[src/rtl/wb_arbiter_if.sv]
// Write-back arbiter bus: pipeline and multiply/divide write requests in,
// register-file write port, FIFO status and destination scoreboard out.
interface wb_arbiter_if #(
    parameter int DEPTH = 2,
    parameter int WIDTH = 32
);
    logic                     pipeRegWrite;
    logic [4:0]               pipeWriteReg;
    logic [WIDTH-1:0]         pipeWriteData;
    logic                     mdValid;
    logic [4:0]               mdReg;
    logic [WIDTH-1:0]         mdData;
    logic                     mdReady;
    logic                     issueValid;
    logic [4:0]               issueReg;
    logic                     regWrite;
    logic [4:0]               WriteReg;
    logic [WIDTH-1:0]         writeData;
    logic [31:0]              busy;
    logic [$clog2(DEPTH):0]   fifoCount;

    modport master (
        output pipeRegWrite, pipeWriteReg, pipeWriteData,
        output mdValid, mdReg, mdData,
        output issueValid, issueReg,
        input  mdReady, regWrite, WriteReg, writeData, busy, fifoCount
    );

    modport slave (
        input  pipeRegWrite, pipeWriteReg, pipeWriteData,
        input  mdValid, mdReg, mdData,
        input  issueValid, issueReg,
        output mdReady, regWrite, WriteReg, writeData, busy, fifoCount
    );
endinterface

[src/rtl/wb_arbiter.sv]
// Register-file write-port arbiter: the in-order pipeline has strict priority,
// multiply/divide results queue in a small FIFO, and a scoreboard tracks them.
module wb_arbiter #(
    parameter int DEPTH = 2,
    parameter int WIDTH = 32
) (
    input  logic         clk,
    input  logic         rst,
    wb_arbiter_if.slave  bus
);
    localparam int PTR_W = $clog2(DEPTH);
    localparam int CNT_W = PTR_W + 1;

    typedef struct packed {
        logic [4:0]       dest;
        logic [WIDTH-1:0] data;
    } entry_t;

    entry_t            mem [DEPTH];
    logic [PTR_W-1:0]  rdPtr, wrPtr;
    logic [CNT_W-1:0]  count;
    logic              notFull;

    logic              regWriteQ;
    logic [4:0]        writeRegQ;
    logic [WIDTH-1:0]  writeDataQ;
    logic [31:0]       busyQ;

    logic              pipeTake, push, pop;
    entry_t            head;
    logic [31:0]       setMask, clrMask;

    assign notFull = (count != CNT_W'(DEPTH));

    // NOTE: every signal written in an always_comb gets a default first, so no path leaves it unassigned and no latch is inferred.
    always_comb begin
        pipeTake = bus.pipeRegWrite && (bus.pipeWriteReg != 5'd0);
        push     = bus.mdValid && notFull;
        pop      = !pipeTake && (count != '0);
        head     = mem[rdPtr];
        setMask  = '0;
        clrMask  = '0;
        if (bus.issueValid && (bus.issueReg != 5'd0)) setMask[bus.issueReg] = 1'b1;
        if (pop) clrMask[head.dest] = 1'b1;
    end

    // NOTE: FIFO storage is not reset; entries are only ever read behind the count, so clearing them would be wasted logic.
    always_ff @(posedge clk) begin
        if (push) mem[wrPtr] <= '{dest: bus.mdReg, data: bus.mdData};
    end

    always_ff @(posedge clk or negedge rst) begin
        if (!rst) begin
            rdPtr      <= '0;
            wrPtr      <= '0;
            count      <= '0;
            busyQ      <= '0;
            regWriteQ  <= 1'b0;
            writeRegQ  <= '0;
            writeDataQ <= '0;
        end else begin
            if (push) wrPtr <= wrPtr + 1'b1;
            if (pop)  rdPtr <= rdPtr + 1'b1;
            case ({push, pop})
                2'b10:   count <= count + 1'b1;
                2'b01:   count <= count - 1'b1;
                default: count <= count;
            endcase

            // Set is applied after clear so a re-issue on the popping edge keeps the bit.
            busyQ <= ((busyQ & ~clrMask) | setMask) & ~32'd1;

            if (pipeTake) begin
                regWriteQ  <= 1'b1;
                writeRegQ  <= bus.pipeWriteReg;
                writeDataQ <= bus.pipeWriteData;
            end else if (pop) begin
                regWriteQ  <= (head.dest != 5'd0);
                writeRegQ  <= head.dest;
                writeDataQ <= head.data;
            end else begin
                regWriteQ  <= 1'b0;
            end
        end
    end

    assign bus.mdReady   = notFull;
    assign bus.fifoCount = count;
    assign bus.regWrite  = regWriteQ;
    assign bus.WriteReg  = writeRegQ;
    assign bus.writeData = writeDataQ;
    assign bus.busy      = busyQ;
endmodule

[src/flat_wrapper.sv]
// flat-port wrapper written by rule: the top's interface ports become plain ports
module wb_arbiter_flat 
#(
    parameter int DEPTH = 2,
    parameter int WIDTH = 32
)
  (clk, rst, bus_pipeRegWrite, bus_pipeWriteReg, bus_pipeWriteData, bus_mdValid, bus_mdReg, bus_mdData, bus_issueValid, bus_issueReg, bus_mdReady, bus_regWrite, bus_WriteReg, bus_writeData, bus_busy, bus_fifoCount);
  wb_arbiter_if #(.DEPTH(DEPTH), .WIDTH(WIDTH)) bus_i ();
  input  logic clk;
  input  logic rst;
  input wire logic [$bits(bus_i.pipeRegWrite)-1:0] bus_pipeRegWrite;
  input wire logic [$bits(bus_i.pipeWriteReg)-1:0] bus_pipeWriteReg;
  input wire logic [$bits(bus_i.pipeWriteData)-1:0] bus_pipeWriteData;
  input wire logic [$bits(bus_i.mdValid)-1:0] bus_mdValid;
  input wire logic [$bits(bus_i.mdReg)-1:0] bus_mdReg;
  input wire logic [$bits(bus_i.mdData)-1:0] bus_mdData;
  input wire logic [$bits(bus_i.issueValid)-1:0] bus_issueValid;
  input wire logic [$bits(bus_i.issueReg)-1:0] bus_issueReg;
  output wire logic [$bits(bus_i.mdReady)-1:0] bus_mdReady;
  output wire logic [$bits(bus_i.regWrite)-1:0] bus_regWrite;
  output wire logic [$bits(bus_i.WriteReg)-1:0] bus_WriteReg;
  output wire logic [$bits(bus_i.writeData)-1:0] bus_writeData;
  output wire logic [$bits(bus_i.busy)-1:0] bus_busy;
  output wire logic [$bits(bus_i.fifoCount)-1:0] bus_fifoCount;
  assign bus_i.pipeRegWrite = bus_pipeRegWrite;
  assign bus_i.pipeWriteReg = bus_pipeWriteReg;
  assign bus_i.pipeWriteData = bus_pipeWriteData;
  assign bus_i.mdValid = bus_mdValid;
  assign bus_i.mdReg = bus_mdReg;
  assign bus_i.mdData = bus_mdData;
  assign bus_i.issueValid = bus_issueValid;
  assign bus_i.issueReg = bus_issueReg;
  assign bus_mdReady = bus_i.mdReady;
  assign bus_regWrite = bus_i.regWrite;
  assign bus_WriteReg = bus_i.WriteReg;
  assign bus_writeData = bus_i.writeData;
  assign bus_busy = bus_i.busy;
  assign bus_fifoCount = bus_i.fifoCount;
  wb_arbiter #(.DEPTH(DEPTH), .WIDTH(WIDTH)) u_core (.clk(clk), .rst(rst), .bus(bus_i));
endmodule
[config.mk]
export PLATFORM = sky130hd
export DESIGN_NAME = wb_arbiter_flat
export DESIGN_NICKNAME = d
export VERILOG_FILES = /design/src/rtl/wb_arbiter_if.sv /design/src/rtl/wb_arbiter.sv /design/src/flat_wrapper.sv
export SDC_FILE = /design/constraint.sdc
export NUM_CORES = 1
export LEC_CHECK = 0
export CAP_MARGIN = 20
export CORE_UTILIZATION = 52
export CTS_BUF_LIST = sky130_fd_sc_hd__clkbuf_16
export DETAILED_ROUTE_END_ITERATION = 8
export PLACE_DENSITY = 0.82
export SLEW_MARGIN = 5
export SYNTH_ARGS = -nofsm -noshare
export SYNTH_HDL_FRONTEND = slang
export SYNTH_SLANG_ARGS = --single-unit
[constraint.sdc]
create_clock -name clk -period 6.4 [get_ports clk]
set_input_delay 1.28 -clock clk [delete_from_list [all_inputs] [get_ports clk]]
set_output_delay 1.28 -clock clk [all_outputs]
set_load 0.03 [all_outputs]
Word level (Yosys, flattened, before mapping)
Memory sizes are Yosys's and may differ from the RTL's.
Index checks and enable logic that the tools add are counted.
Widths: inputs -> output; s select.

storage, ports and cells
  output and inout port bits = 73
  word-level logic and storage cells = 50
  register bits = 73
  bits of input ports = 84
  memories kept = 1
  bits in writable memories = 74

operators by class
  reductions and logical operators = 13
  eq/ne operators = 3
  add/subtract/negate cells = 4
  bitwise gates (word level) = 3
  mux-type cells = 15
  order comparisons = 4

memory list
  memory      words  bits a word  rd ports  clocked after memory_dff  wr ports  RTL line          text
  u_core.mem  2      37           1         0                         1         wb_arbiter.sv:19  entry_t mem [DEPTH];

operators by type and width
  operator             number
  $mux 32              4
  $and 32x32->32       1
  $not 32->32          1
  $or 32x32->32        1
  $reduce_bool 5->1    3
  $lt 5x6->1 const B   2
  $demux 1 s5          2
  $ge 5x1->1 const B   2
  $mux 5               2
  $logic_and 1x1->1    6
  $mux 1               6
  $reduce_bool 2->1    3
  $pmux 2 s2           1
  $add 1x1->1 const B  2
  $add 2x1->2 const B  1
  $eq 2x1->1 const B   1
  $eq 2x2->1 const B   1
  $ne 2x2->1 const B   1
  $sub 2x1->2 const B  1
  $logic_not 1->1      1

Depth between registers and ports, before layout
Gate-level depths: netlist (run 1).
An unclocked memory read counts as a cell.

  depth after elaboration = 9
  gate-level depth with buffers = 8
  gate-level depth less buffers = 7

Least setup slack after synthesis (run 1)
OpenSTA, ideal clock, no wires.

  path kind = input to register
  start point = in bus_mdValid
  end point = mem u_core.mem[0][0] (netlist name), enable pin
  path slack = 3.021 ns
  data required time = 5.969 ns
  stages on the path = 2
  data arrival time = 2.948 ns
  setup time = 0.431 ns
  buffers on the path = 0
  path through = nand2_1 -> nor2_1

on the way
  cells in the longest elaborated chain, start to end = 3

ends and longest elaborated chain
  what                          RTL line            text
  start, declared               flat_wrapper.sv:14  input wire logic [$bits(bus_i.mdValid)-1:0] bus_mdValid;
  $logic_and 1x1->1             wb_arbiter.sv:38    push = bus.mdValid && notFull;
  $mux 1                        wb_arbiter.sv:49    if (push) mem[wrPtr] <= '{dest: bus.mdReg, data: bus.mdData};
  $mux 1 (implied by the code)  wb_arbiter.sv:49
  end, declared                 wb_arbiter.sv:19

No other way between the ends.

Worst setup path after layout (run 1)
  start point = in bus_pipeWriteReg[2]
  end point = reg u_core.count[1] (netlist: u_core.bus.fifoCount[1])

on the way
  cells in the longest elaborated chain, start to end = 6
  elaborated cells on any way between the ends = 8
  those cells by class = eq/ne: 2; mux: 1; reduce/logical: 5

ends and longest elaborated chain
  what                                                    RTL line            text
  start, declared                                         flat_wrapper.sv:12  input wire logic [$bits(bus_i.pipeWriteReg)-1:0] bus_pipeWriteReg;
  $reduce_bool 5->1 (*)                                   wb_arbiter.sv:37    pipeTake = bus.pipeRegWrite && (bus.pipeWriteReg != 5'd0);
  $logic_and 1x1->1 (*)                                   wb_arbiter.sv:37
  $logic_not 1->1 (*)                                     wb_arbiter.sv:39    pop = !pipeTake && (count != '0);
  $logic_and 1x1->1 (*)                                   wb_arbiter.sv:39
  via u_core.pop                                          wb_arbiter.sv:29    logic pipeTake, push, pop;
  $eq 2x1->1 / $eq 2x2->1 (equally long branches)         wb_arbiter.sv:64    case ({push, pop})
  $pmux 2 s2 / $reduce_bool 2->1 (equally long branches)  --
  end signal, assigned                                    wb_arbiter.sv:65    2'b10: count <= count + 1'b1;
  end signal, assigned                                    wb_arbiter.sv:66    2'b01: count <= count - 1'b1;
  end signal, assigned                                    wb_arbiter.sv:67    default: count <= count;
  end, declared                                           wb_arbiter.sv:21    logic [CNT_W-1:0] count;

Mark *: on every way through the listed nets, which the timed path passes. The rest lies on a longest branch.
A chain may end at the register's enable or synchronous reset.

==> results of run 1 <==
## final cells by class
class / instances / area share (%)
Clock buffer: 18 / 5.44
Clock inverter: 14 / 1.95
Multi-Input combinational cell: 330 / 22.2
Sequential cell: 147 / 49.0
Tap cell: 140 / 2.12
Timing Repair Buffer: 159 / 19.3
## Yosys cell counts
cell	instances
or4_1	1
clkbuf_1	15
o21ai_0	41
or3_4	1
nand2b_1	4
nand3_1	8
conb_1	1
and2_1	1
buf_6	5
and3_1	1
nor2b_1	2
o21a_1	1
nor2_1	44
nand2_1	104
or2_2	1
o31ai_1	30
a21oi_1	35
o21bai_1	1
mux2_2	4
edfxtp_1	74
or3_1	3
xnor2_1	3
ha_1	1
nor3_1	3
mux2i_2	1
mux2i_1	36
buf_2	3
buf_1	3
a2111oi_2	1
buf_4	2
xor2_1	2
dfrtp_1	73
## final timing paths
kind / from / endpoint / slack (ns) / cells after the start
setup / recovery: bus_pipeWriteReg[2] / u_core.bus.fifoCount[1] / 2.89 / 8
hold / removal: u_core.bus.busy[17] / u_core.bus.busy[17] / 0.50 / 2
setup reg to reg: u_core.rdPtr / u_core.bus.busy[6] / 3.65 / 5
hold reg to reg: u_core.bus.busy[17] / u_core.bus.busy[17] / 0.50 / 2
max in group asynchronous: rst / u_core.rdPtr / 4.71 / 1
min in group asynchronous: rst / u_core.bus.busy[16] / 1.02 / 1
## logic make-up (layout without fill, tap and decap cells)
logic type | Yosys count | count (layout)
AOI/OAI and AO/OA | 109 | 109
xor gates and xnor gates | 5 | 5
adders and majority gates | 1 | 1
buffers and inverters | 28 | 191
DFF | 147 | 147
muxes | 41 | 41
other | 1 | 1
and+or+nand+nor | 173 | 173
## sequential cells by signal, indices dropped and copies added, names as in the netlist
| register | cells |
|---|---|
| u_core.rdPtr | 1 |
| u_core.bus.WriteReg | 5 |
| u_core.wrPtr | 1 |
| u_core.bus.busy | 31 |
| u_core.mem | 74 |
| u_core.bus.fifoCount | 2 |
| u_core.bus.regWrite | 1 |
| u_core.bus.writeData | 32 |
## worst min-delay path: cells and delay by family (launching register included)
family          cells  cell delay, ns
simple gates        1            0.06
flops               1            0.34
compound gates      1            0.07
## per-stage QoR
stage / util (%) / hold slack [ns] / setup slack [ns] / std cells
2_1_floorplan: - / 0.461 / 3.02 / 505
3_3_place_gp: 68.9 / 0.485 / 2.66 / 775
3_5_place_dp: 68.9 / 0.489 / 2.51 / 775
4_1_cts: 74.4 / 0.503 / 2.91 / 807
5_1_grt: 74.7 / 0.519 / 2.76 / 808
6_report: 74.7 / 0.501 / 2.89 / 808
## power by group through the flow
stage / clock network [mW] / logic, mW / registers (mW)
2_1_floorplan: 0 / 0.656 / 1.83
6_report: 1.01 / 1.63 / 1.51
5_1_grt: 1.06 / 1.75 / 1.54
3_5_place_dp: 0 / 1.61 / 1.52
3_3_place_gp: 0 / 1.58 / 1.51
4_1_cts: 1.02 / 1.62 / 1.51
## metal layers
metal	GRT usage, %	vias up	share of wire (%)
li1	-	2100	-
met1	30.7	2176	39
met2	42.0	211	51
met3	8.18	18	8.0
met4	10.5	0	1.3
met5	0	-	0
==> results.sh, run 1 <==
export IMPL_status="complete, no violations"
export IMPL_ant_nets=0
export IMPL_row_count=38
export IMPL_powerDensity_nw_per_um2=501
export IMPL_finalWirelength_mm=14.2
export IMPL_grt_pass1_vias=4471
export IMPL_synth_top_area_share_pct=36.9
export IMPL_synth_avg_cell_area_um2=11.9
export IMPL_crit_fanout=101
export IMPL_max_slew_margin_pct=35.5
export IMPL_die_height_um=110
export IMPL_path_class="input port to flip-flop"
export IMPL_synth_compound_gate_area_share_pct=10.6
export IMPL_internal_power_mw=2.60
export IMPL_muxShareOfSynthArea_pct=6.96
export IMPL_synth_area_leaders="edfxtp_1 37%, dfrtp_1 30%, nand2_1 6.5%"
export IMPL_layout_common_cells="154 x clkdlybuf4s50_1, 104 x nand2_1, 74 x edfxtp_1, 72 x dfrtp_1, 42 x nor2_1"
export IMPL_grt_usage_pct=25.4
export IMPL_first_pass_iters=6
export IMPL_area_delta_synth_final_pct=37.4
export IMPL_cts_hold_buf=0
export IMPL_ios=157
export IMPL_hold_violations=0
export IMPL_power_total_mw=4.15
export IMPL_p_comb_share_pct=39.2
export IMPL_endpoint_kind="flip-flop"
export IMPL_maxCapViolations=0
export IMPL_grt_max_degree=102
export IMPL_path_cells="clkdlybuf4s50_1, or4_1, o21a_2, buf_4, nor2_1, ha_1, nor2_1, xor2_1"
export IMPL_numCtsBuffers=17
export IMPL_routabilityCongestion=0.831
export IMPL_ir_drop_mv=0.275
export IMPL_yosysTopAreaCell="edfxtp_1"
export IMPL_grt_pass1_wl_mm=22.2
export IMPL_die_width_um=110
export IMPL_synth_seq_cells=147
export IMPL_critPathLaunchType="input port"
export IMPL_p_sw_mw=1.55
export IMPL_post_cts_setup_buffers=0
export IMPL_crit_arrival_ns=3.85
export IMPL_yosysSeqAreaShare_pct=67.2
export IMPL_post_route_min_period_ns=3.51
export IMPL_ys_types=32
export IMPL_p_leak_nw=3.27
export IMPL_hp_class="flip-flop to flip-flop"
export IMPL_viasPerCell=5.58
export IMPL_max_stage_delay_ns=0.53
export IMPL_drv_slew=0
export IMPL_drive_gt1_share_pct=6.89
export IMPL_crit_slowest_cell="or4_1"
export IMPL_fillers=766
export IMPL_multi_input_area_um2=1840
export IMPL_dpl_cell_area_um2=7630
export IMPL_cts_tree="yes"
export IMPL_cp_required_ns=6.74
export IMPL_synth_xor_area_share_pct=0.727
export IMPL_final_nets=740
export IMPL_h_tree_depth=4
export IMPL_final_setup_skew_ns=0.00997
export IMPL_setup_violations=0
export IMPL_cts_buffer_depth=2
export IMPL_initial_core_util_pct=54.4
export IMPL_dieArea_um2=12000
export IMPL_max_clock_freq_mhz=285
export IMPL_rsz0062_at_grt="false"
export IMPL_clock_sinks=147
export IMPL_fin_area_um2=8270
export IMPL_synth_nets=590
export IMPL_cp_common_cell="nor2_1"
export IMPL_num_vias=4505
export IMPL_path_delay_family="simple AND/OR/NAND/NOR gates"
export IMPL_regArea_um2=4050
export IMPL_clkLatencyLatePin_ns=0.41
export IMPL_wl_per_cell_um=17.5
export IMPL_core_area_um2=11100
export IMPL_antenna_diode_count=0
export IMPL_worst_path_buf_inv=2
export IMPL_final_common_cell="clkdlybuf4s50_1"
export IMPL_overflow=0
export IMPL_tightest_slew_ns=0.967
export IMPL_fin_setup_tns_ns=0
export IMPL_mappedNetlistArea_um2=6020
export IMPL_power_frac_seq_pct=36.4
export IMPL_p_sw_share_pct=37.2
export IMPL_synth_adder_area_share_pct=0.208
export IMPL_synth_simple_gate_area_share_pct=11.7
export IMPL_dp_hpwl_mm=9.44
export IMPL_synth_top_family_by_area="simple AND/OR/NAND/NOR gates"
export IMPL_port_buffers=155
export IMPL_antenna_found_initial=0
export IMPL_cts_resized=0
export IMPL_fin_crit_sh_pct=54.8
export IMPL_syn_inst=505
export IMPL_yosys_warnings=0
export IMPL_first_iter_violations=244
export IMPL_clock_root_buffer="clkbuf_16"
export IMPL_path_clk_slew_ns=0.06
export IMPL_drc_errors=0
export IMPL_clockPowerShare_pct=24.4
(Power assumes the default switching activity.)
==> inputs of run 2 (changes only) <==
CORE_UTILIZATION = 49   (was 52)
PLACE_DENSITY = 0.77   (was 0.82)
clock period = 3.33 ns   (was 6.4 ns; I/O delays follow)
==> results.sh, run 2 (synthesized netlist as in run 1, its figures left out) <==
export IMPL_h_tree_depth=4
export IMPL_layout_common_cells="154 x clkdlybuf4s50_1, 104 x nand2_1, 74 x edfxtp_1, 72 x dfrtp_1, 42 x nor2_1"
export IMPL_max_stage_delay_ns=0.68
export IMPL_largest_register="u_core.mem"
export IMPL_hp_class="input port to async pin"
export IMPL_rsz0062_at_grt="false"
export IMPL_place_inst=785
export IMPL_finalWirelength_mm=14.3
export IMPL_max_clock_freq_mhz=402
export IMPL_r2r_end="u_core.bus.busy[6]"
export IMPL_antenna_diode_count=0
export IMPL_crit_slowest_cell="clkdlybuf4s50_1"
export IMPL_ant_nets=0
export IMPL_cp_required_ns=2.66
export IMPL_path_clk_slew_ns=0.06
export IMPL_crit_fanout=6
export IMPL_grt_pass1_wl_mm=23.0
export IMPL_final_nets=742
export IMPL_path_class="flip-flop to output port"
export IMPL_die_width_um=113
export IMPL_setup_violations=0
export IMPL_row_count=40
export IMPL_final_common_cell="clkdlybuf4s50_1"
export IMPL_final_cells=817
export IMPL_overflow=0
export IMPL_post_route_min_period_ns=2.48
export IMPL_place_ws_ns=0.489
export IMPL_hold_violations=0
export IMPL_cts_buffer_depth=2
export IMPL_area_delta_synth_final_pct=37.4
export IMPL_maxCapViolations=0
export IMPL_fin_ws_ns=0.845
export IMPL_largest_reg_flops=74
export IMPL_clkLatencyLatePin_ns=0.42
export IMPL_powerDensity_nw_per_um2=962
export IMPL_first_iter_violations=322
export IMPL_status="complete, no violations"
export IMPL_critPathLaunchType="flip-flop"
export IMPL_grt_max_degree=101
export IMPL_wl_per_cell_um=17.5
export IMPL_cts_tree="yes"
export IMPL_dp_hpwl_mm=9.60
export IMPL_final_setup_skew_ns=0.0110
export IMPL_ios=157
export IMPL_core_area_um2=12000
export IMPL_endpoint_kind="output port"
export IMPL_die_height_um=113
export IMPL_p_leak_nw=3.28
export IMPL_cts_hold_buf=0
export IMPL_numCtsBuffers=17
export IMPL_path_cells="nand2b_1, clkdlybuf4s50_1"
export IMPL_grt_pass1_vias=4684
export IMPL_first_pass_iters=5
export IMPL_dieArea_um2=12700
export IMPL_port_buffers=155
export IMPL_reg2reg_from="u_core.rdPtr"
export IMPL_grt_usage_pct=23.8
export IMPL_num_vias=4491
export IMPL_clock_root_buffer="clkbuf_16"
export IMPL_worstRegToRegCells=4
export IMPL_drv_slew=0
export IMPL_antenna_found_initial=0
export IMPL_initial_core_util_pct=50.1
export IMPL_ir_drop_mv=0.451
export IMPL_rrSetupSlack_ns=1.07
export IMPL_clock_sinks=147
export IMPL_fin_crit_sh_pct=74.6
export IMPL_tightest_slew_ns=0.964
export IMPL_drc_errors=0
export IMPL_max_slew_margin_pct=35.7
export IMPL_hold_ws_ns=0.417
export IMPL_post_cts_setup_buffers=0
export IMPL_routabilityCongestion=0.862
export IMPL_fin_setup_tns_ns=0
export IMPL_cts_resized=0
export IMPL_crit_arrival_ns=1.82
export IMPL_viasPerCell=5.50
export IMPL_drive_gt1_share_pct=6.57
-- run 2: changes by cell type in the layout (fill, tap and decap cells not counted) --
cell        delta
clkinv_1       +5
clkinvlp_4     -3
buf_12         +1
inv_1          -1
buf_4          +2
buf_16         -1
bufinv_16      +1
clkbuf_16      -1
clkinv_2       +1
inv_6          -2
-- run 2: layout make-up --
class | instances | area [um^2]
sequential | 147 | 4050
fill | 875 | 3740
multi-input combinational | 330 | 1840
timing repair buffer | 161 | 1610
clock buffer | 17 | 425
tap | 147 | 184
clock inverter | 15 | 171
-- run 2: through the flow --
| step | instance area, um^2 | power (mW) | utilization [%] |
|---|---|---|---|
| floorplan | 6020 | 4.78 | - |
| global placement | 7680 | 5.97 | 63.9 |
| detailed placement | 7680 | 6.07 | 63.9 |
| CTS | 8270 | 8.00 | 68.9 |
| global route | 8270 | 8.36 | 68.9 |
| finish | 8270 | 7.96 | 68.9 |
-- run 2: worst max-delay path by stage --
stage | end | slack [ns] | start
6_report | bus_mdReady | 0.85 | u_core.bus.fifoCount[0]
4_1_cts | bus_mdReady | 0.81 | u_core.bus.fifoCount[0]
2_1_floorplan | u_core.mem[0][0] | 0.20 | u_core.bus.fifoCount[0]
3_5_place_dp | u_core.bus.busy[18] | 0.49 | bus_pipeWriteReg[2]
3_3_place_gp | u_core.bus.busy[26] | 0.55 | bus_pipeWriteReg[2]
5_1_grt | bus_mdReady | 0.76 | u_core.bus.fifoCount[0]
-- run 2: per-layer routing --
layer	track usage, %	part of all wire (%)
met5	0	0
met4	9.65	1.8
met3	6.96	6.5
met2	40.5	51
met1	28.6	41
-- run 2: critical path, delay by kind of cell (launching register included) --
kind          cells  cell delay (ns)
simple gates      1             0.20
flops             1             0.52
buf+inv           1             0.68
-- run 2: power breakdown --
group | switching, mW | internal [mW] | total, mW
sequential | 0.368 | 2.53 | 2.90
combinational | 1.88 | 1.26 | 3.14
clock | 0.693 | 1.23 | 1.92
total | 2.94 | 5.02 | 7.96
